--- src/rtl/mem_stage.sv ---
// mem_stage: EX/MEM register, data-memory handshake FSM, WB/redirect outputs.
// Optional MEM_STAGE_MISALIGN_TRAP_EN adds misalign_err trap on [1:0]!=0.
// Ports: CLK/RESET; EX side *E/*_in + valid_in; mem_req/we/addr/wdata,
//   mem_ack/rdata; WB side *M, valid_M, PCSrcM/PCTargetM, stall_out.
module mem_stage (
  input  logic        CLK,
  input  logic        RESET,
  input  logic        valid_in,
  input  logic        RegWriteE,
  input  logic        MemtoRegE,
  input  logic        MemWriteE,
  input  logic        BranchE,
  input  logic        JumpE,
  input  logic [5:0]  ALUopE,
  input  logic [31:0] ALUOut_in,
  input  logic [31:0] WriteData_in,
  input  logic [31:0] PCPlus4_in,
  input  logic [31:0] PCBranch_in,
  input  logic [4:0]  wb_addr_in,
  output logic        mem_req,
  output logic        mem_we,
  output logic [31:0] mem_addr,
  output logic [31:0] mem_wdata,
  input  logic        mem_ack,
  input  logic [31:0] mem_rdata,
  output logic        valid_M,
  output logic        RegWriteM,
  output logic        MemtoRegM,
  output logic [5:0]  ALUopM,
  output logic [31:0] ALUOutM,
  output logic [31:0] ReadDataM,
  output logic [31:0] PCPlus4M,
  output logic [4:0]  wb_addrM,
  output logic        PCSrcM,
  output logic [31:0] PCTargetM,
`ifdef MEM_STAGE_MISALIGN_TRAP_EN
  output logic        misalign_err,
`endif
  output logic        stall_out
);

  typedef enum logic [1:0] {
    IDLE, PASS, ACCESS, DONE
  } state_t;

  state_t      r_state;
  state_t      w_next;

  logic        r_RegWrite;
  logic        r_MemtoReg;
  logic        r_MemWrite;
  logic        r_Branch;
  logic        r_Jump;
  logic [5:0]  r_ALUop;
  logic [31:0] r_ALUOut;
  logic [31:0] r_WriteData;
  logic [31:0] r_PCPlus4;
  logic [31:0] r_PCBranch;
  logic [31:0] r_ReadData;
  logic [4:0]  r_wb_addr;

  logic        w_cap;
  logic        w_mem;
  logic        w_mis;
  logic        w_acc;

  assign w_acc = (r_state == ACCESS);
  assign w_cap = valid_in && !w_acc;
  assign w_mem = MemtoRegE || MemWriteE;

`ifdef MEM_STAGE_MISALIGN_TRAP_EN
  logic r_mis;
  assign w_mis = w_mem && (ALUOut_in[1:0] != 2'b00);
  assign misalign_err = r_mis;

  // Sticky until reset so software can poll after the fact.
  always_ff @(posedge CLK) begin
    if (RESET)
      r_mis <= 1'b0;
    else if (w_cap && w_mis)
      r_mis <= 1'b1;
  end
`else
  assign w_mis = 1'b0;
`endif

  always_comb begin
    w_next = r_state;
    unique case (r_state)
      IDLE, PASS, DONE: begin
        if (w_cap)
          w_next = (w_mem && !w_mis) ? ACCESS : PASS;
        else
          w_next = IDLE;
      end
      ACCESS: begin
        if (mem_ack)
          w_next = DONE;
      end
      default: w_next = IDLE;
    endcase
  end

  always_ff @(posedge CLK) begin
    if (RESET)
      r_state <= IDLE;
    else
      r_state <= w_next;
  end

  always_ff @(posedge CLK) begin
    if (RESET) begin
      r_RegWrite  <= 1'b0;
      r_MemtoReg  <= 1'b0;
      r_MemWrite  <= 1'b0;
      r_Branch    <= 1'b0;
      r_Jump      <= 1'b0;
      r_ALUop     <= '0;
      r_ALUOut    <= '0;
      r_WriteData <= '0;
      r_PCPlus4   <= '0;
      r_PCBranch  <= '0;
      r_wb_addr   <= '0;
    end else if (w_cap) begin
      // A trapped access must not write back.
      r_RegWrite  <= RegWriteE && !w_mis;
      r_MemtoReg  <= MemtoRegE;
      r_MemWrite  <= MemWriteE;
      r_Branch    <= BranchE;
      r_Jump      <= JumpE;
      r_ALUop     <= ALUopE;
      r_ALUOut    <= ALUOut_in;
      r_WriteData <= WriteData_in;
      r_PCPlus4   <= PCPlus4_in;
      r_PCBranch  <= PCBranch_in;
      r_wb_addr   <= wb_addr_in;
    end
  end

  always_ff @(posedge CLK) begin
    if (RESET)
      r_ReadData <= '0;
    else if (w_acc && mem_ack && r_MemtoReg)
      r_ReadData <= mem_rdata;
  end

  assign stall_out = w_acc;
  assign mem_req   = w_acc;
  assign mem_we    = w_acc && r_MemWrite;
  assign mem_addr  = w_acc ? {r_ALUOut[31:2], 2'b00} : 32'd0;
  assign mem_wdata = w_acc ? r_WriteData : 32'd0;

  assign valid_M   = (r_state == PASS) || (r_state == DONE);
  assign RegWriteM = valid_M && r_RegWrite;
  assign MemtoRegM = r_MemtoReg;
  assign ALUopM    = r_ALUop;
  assign ALUOutM   = r_ALUOut;
  assign ReadDataM = r_ReadData;
  assign PCPlus4M  = r_PCPlus4;
  assign wb_addrM  = r_wb_addr;

  assign PCSrcM    = valid_M &&
                     ((r_Branch && (r_ALUOut == 32'd1)) || r_Jump);
  assign PCTargetM = r_Branch ? r_PCBranch : r_ALUOut;

endmodule

--- config.mk ---
export PLATFORM = sky130hd
export DESIGN_NAME = mem_stage
export DESIGN_NICKNAME = d
export VERILOG_FILES = /design/src/rtl/mem_stage.sv
export SDC_FILE = /design/constraint.sdc
export NUM_CORES = 1
export LEC_CHECK = 0
export ABC_AREA = 1
export BUFFER_PORTS_ARGS = -buffer_cell sky130_fd_sc_hd__buf_2
export CELL_PAD_IN_SITES_DETAIL_PLACEMENT = 1
export CELL_PAD_IN_SITES_GLOBAL_PLACEMENT = 1
export CORE_MARGIN = 3
export CORE_UTILIZATION = 28
export CTS_CLUSTER_DIAMETER = 50
export CTS_CLUSTER_SIZE = 16
export DETAILED_ROUTE_END_ITERATION = 10
export PLACE_DENSITY_LB_ADDON = 0.25
export SYNTH_ARGS = -nofsm -noshare
export SYNTH_HDL_FRONTEND = slang
export SYNTH_SLANG_ARGS = --single-unit
--- constraint.sdc ---
create_clock -name CLK -period 1.04 [get_ports CLK]
set_input_delay 0.208 -clock CLK [delete_from_list [all_inputs] [get_ports CLK]]
set_output_delay 0.208 -clock CLK [all_outputs]
set_load 0.1 [all_outputs]
==> results of run 1 <==
==> cell families after synthesis <==
| group | after synthesis | share of synthesized area, % |
|---|---|---|
| and+or+nand+nor | 415 | 22.3 |
| AOI/OAI and AO/OA | 212 | 21.1 |
| DFF | 178 | 47.0 |
| buffers and inverters | 154 | 9.60 |
| other | 1 | 0.0494 |
==> layer usage <==
metal,global-route usage [%],GRT overflow
met1,78.7,2
met2,98.4,249
met3,69.3,2
met4,90.0,122
met5,15.2,0
==> per-stage QoR <==
step | area [sq um] | cells
4_1_cts | 19600 | 1881
3_5_place_dp | 15500 | 1733
3_3_place_gp | 15500 | 1733
2_1_floorplan | 9440 | 961
==> timing repair <==
action / CTS
hold buffers: 10
endpoints found under the setup margin: 385
gates resized for setup: 417
buffers inserted: 55
gates cloned: 52
pin swaps: 80
endpoints found under the hold margin: 10
==> results.md, run 1 <==
- Status: stopped before the end
- Stopped at: global routing (5_1_grt)
- Tool error message: [ERROR GRT-0232] Routing congestion too high. Check the congestion heatmap in the GUI.
- Root Driver: clkbuf_16
- Area share of the largest cell type after synthesis: between 40 and 50%
- Mapped Area: approximately 0.0076 sq mm
- Initial Util: about 29%
- EDFF count, synth: 0
- Largest net degree at the start of global routing: 62
- Place WS: -0.537 ns
- Register area share after synthesis: between 40% and 50%
- CTS Buf Count: 17
- I/O Buffers: between 300 and 400
- Count leader, synth: nand2_1
- Post-synthesis cell type count: 20
- H-Tree Depth: 4
- Top-level port count: 390
- Worst endpoint type: top-level output
- Asr flop ratio synth: 0%
- Most area-hungry cell type in the Yosys netlist: dfxtp_1
- Initial antenna violation count: 14
- DP HPWL: around 27000 um
- Worst endpoint after global-route timing repair: PCSrcM
- GRT Total Usage: roughly four fifths
- Clk sink count: 178
- Synth Area per Inst: 7.90 sq um
- Row count: 59
- Post-Synthesis Cells: 960
- Primary FF master, synth: dfxtp_1
- Top cells by area, synth: dfxtp_1 47%, a211oi_2 11%, nand2_1 11%, nor2_1 7.2%, a21oi_1 6.7%
- Seq cells post-synth: approximately 180
- Yosys warns: 0
- Routability cong.: 0.795
- Most frequent cells after synthesis: 222 x nand2_1, 178 x dfxtp_1, 146 x nor2_1, 102 x a21oi_1, 68 x inv_1
- Clock tree buffer depth: 2
- Grt ovf: 375
- Chip Height: ~170 um
- Die W: between 150 and 200 um
==> inputs of run 2 (changes only) <==
Settings changed: CELL_PAD_IN_SITES_DETAIL_PLACEMENT 1 to not set, CELL_PAD_IN_SITES_GLOBAL_PLACEMENT 1 to not set, CORE_UTILIZATION 28 to 35, CTS_CLUSTER_DIAMETER 50 to not set, CTS_CLUSTER_SIZE 16 to not set, PLACE_DENSITY_LB_ADDON 0.25 to 0.15.
Clock period 1.04 ns to 1.35 ns, I/O delays scaled along.
==> run 2 against run 1 <==
Against the previous run: the flow now finishes, with violations (negative setup slack); synthesized cell count unchanged; synthesized area unchanged.
==> results.md, run 2 <==
- Area share of the largest cell type after synthesis: 47.0% (unchanged)
- Pint: between 10 and 15 mW
- Skew final: ~0.017 ns
- Min Tclk post-route: around 2.1 ns
- Most frequent cells after synthesis: 222 x nand2_1, 178 x dfxtp_1, 146 x nor2_1, 102 x a21oi_1, 68 x inv_1 (unchanged)
- Fin crit share: 155%
- Pwr/cell area: 1060 mW/mm^2
- Worst endpoint required time: 1.08 ns
- Chip Height: 153 um (was 171 um)
- Slew Viols, Final: 0
- Placeable Area: between 0.02 and 0.025 sq mm
- Final std cells w/o fill: about 1800
- R2R depth: 11
- FF-to-FF setup slack: -0.50 ns
- Die area: 0.0235 sq mm
- Sw frac: roughly two fifths
- Primary FF master, synth: dfxtp_1 (unchanged)
- Grt ovf: 0
- Initial antenna violation count: 5
- Drt drc: 0
- First-pass GRT wire length: around 53000 um
- CTS Buf Count: 17 (unchanged)
- Clock transition at the registers of the reported paths: 0.08 ns
- Routability cong.: 0.853 (was 0.795)
- DRT iter0 DRCs: about 370
- Fin Setup TNS: -95.93 ns
- Crit path arrival time: 1.82 ns
- Layout area overhead: 138%
- Initial Util: 35.9% (was 28.8%)
- Vias per inst: 5.21
- Root Driver: clkbuf_16 (unchanged)
- Mapped Area: 0.00759 sq mm (unchanged)
- Asr flop ratio synth: 0% (unchanged)
- Cells on Worst Hold Path: 3
- Top cells by area, synth: dfxtp_1 47%, a211oi_2 11%, nand2_1 11%, nor2_1 7.2%, a21oi_1 6.7% (unchanged)
- Leak Pwr: around 7.5 nW
- HP Start: wb_addr_in[1]
- RSZ-0062 raised after global routing: true
- Clock share of power: 26.1%
- Worst Setup End Kind: primary output
- Footprint of the multi-input gates: 0.00559 sq mm
- H-Tree Depth: 4 (unchanged)
- CTS tree: built
- Gate power share: between 40% and 50%
- Most frequent cells in the layout: 201 x buf_12, 178 x buf_2, 142 x dfxtp_1
- Routed WL: 39300 um
- Final net count: around 1700
- Worst Setup Start Kind: register
- DRT Pass-1 Iters: 5
- HP Class: input port to register
- CP max FO: 2
- DP HPWL: 21400 um (was 27100 um)
- Filler cells: between 1000 and 1500
- Per-cell routed wire length: roughly 22 um
- Seq cells post-synth: 178 (unchanged)
- Final setup margin: -0.736 ns
- Most area-hungry cell type in the Yosys netlist: dfxtp_1 (unchanged)
- Worst R2R End: ALUOutM[10]
- Max VDD drop: between 0.001 and 0.0015 V
- Tot Pwr: roughly 19 mW
- Placed cell area: 0.0139 sq mm (was 0.0155 sq mm)
- GRT Total Usage: 28.8%
- Clk_lat worst skew: between 0.4 and 0.5 ns
- Sequential share of power: between 30% and 40%
- Register Area: about 0.0037 sq mm
- Vias in the first global route: 9273
- Max cap viols: 0
- Fmax: between 400 and 500 MHz
- Post-Layout Inst Area: around 0.018 sq mm
- Top-level port count: 390 (unchanged)
- Synth Area per Inst: 7.90 sq um (unchanged)
- Failing checks: negative setup slack
- Largest net degree at the start of global routing: 56
- Post-synthesis cell type count: 20 (unchanged)
- Most common cell after layout, fill and taps aside: buf_12
- I/O Buffers: 387 (unchanged)
- Yosys warns: 0 (unchanged)
- Placed Cells: 1644 (was 1733)
- Fraction of layout cells with a size suffix above 1: between 70% and 80%
- EDFF count, synth: 0 (unchanged)
- Die W: 153 um (was 171 um)
- Clk sink count: 178 (unchanged)
- Final Hold Fails: 0
- Antenna Nets Post-Route: 0
- NetSw: ~7.8 mW
- Status: finished, violations left (was stopped before the end)
- Crit path kind: register to primary output
- Row count: 53 (was 59)
- Via count: a little over 9000
- Finish-stage setup viols: about 300
- Register area share after synthesis: 47.0% (unchanged)
- Count leader, synth: nand2_1 (unchanged)
- R2R Path Start: r_state[0]
- Clock tree buffer depth: 2 (unchanged)
- Hold endpoint: wb_addrM[1]
- Post-Synthesis Cells: 960 (unchanged)
run 2: cell counts after synthesis:
No cell type changed its count.
run 2: worst max-delay path, cell delays in order, from the launching register on:
cell and delay [ns]:
dfxtp_4 0.36, nor2_4 0.11, nand2_1 0.07, nor2_1 0.12, nand2_1 0.12, nor2_1 0.13
nand2_2 0.11, a21oi_4 0.19, buf_12 0.19
run 2: stage by stage:
step                      hold slack, ns  setup WS, ns  utilization [%]
final                             0.0731        -0.736             85.4
after global routing              0.0583        -0.788             85.4
after CTS                         0.0537        -0.601             80.0
after detailed placement           0.449        -0.203             65.5
after global placement             0.445        -0.217             65.5
after floorplan                    0.402        -0.413                -
run 2: layer usage:
layer | part of all wire [%] | global-route usage, % | wire length, um | up-vias
met3 | 6.3 | 6.96 | 2500 | 119
met1 | 35 | 31.6 | 13900 | 4505
met4 | 4.3 | 12.8 | 1700 | 4
met5 | 0.069 | 0 | 27 | -
li1 | - | - | - | 4189
met2 | 54 | 52.5 | 21100 | 403
run 2: worst max path at each step:
stage	start	to	slack [ns]
after floorplan	ALUOutM[14]	PCSrcM	-0.41
after global placement	ALUOutM[12]	PCSrcM	-0.22
after detailed placement	ALUOutM[12]	PCSrcM	-0.20
after CTS	ALUOutM[9]	PCSrcM	-0.60
after global routing	ALUOutM[12]	PCSrcM	-0.79
final	ALUOutM[12]	PCSrcM	-0.74
run 2: cells by family (layout without fill, tap and decap cells):
family                 count (synthesis)  count (layout)  synth area share, %
AO/OA/AOI/OAI                        212             212                 21.1
buffers and inverters                154             682                 9.60
flip-flops                           178             178                 47.0
other                                  1               5               0.0494
AND/OR/NAND/NOR                      415             417                 22.3
run 2: what timing repair did:
item	in CTS	in global routing
pin swaps	41	76
hold endpoints to repair	0	0
resized for setup	339	331
buffers inserted	46	34
hold buffers	0	0
endpoints found under the setup margin	277	335
gates cloned	36	15
run 2: final cells by class:
class	instances	area share, %
Timing Repair Buffer	578	41.2
Multi-Input combinational cell	631	31.0
Sequential cell	178	20.5
Clock buffer	18	2.38
Inverter	71	2.08
Tap cell	275	1.91
Clock inverter	14	0.769
Timing Repair inverter	1	0.166
Antenna cell	3	0.0416
run 2: power by group through the flow:
stage          sequential [mW]  clock [mW]  combinational (mW)
3_5_place_dp              5.88           0                6.53
2_1_floorplan             7.11           0                3.04
3_3_place_gp              5.86           0                6.49
4_1_cts                   5.79        5.04                7.85
6_report                  5.84        5.02                8.37
5_1_grt                   5.87        5.29                8.60
(Power assumes the default switching activity.)
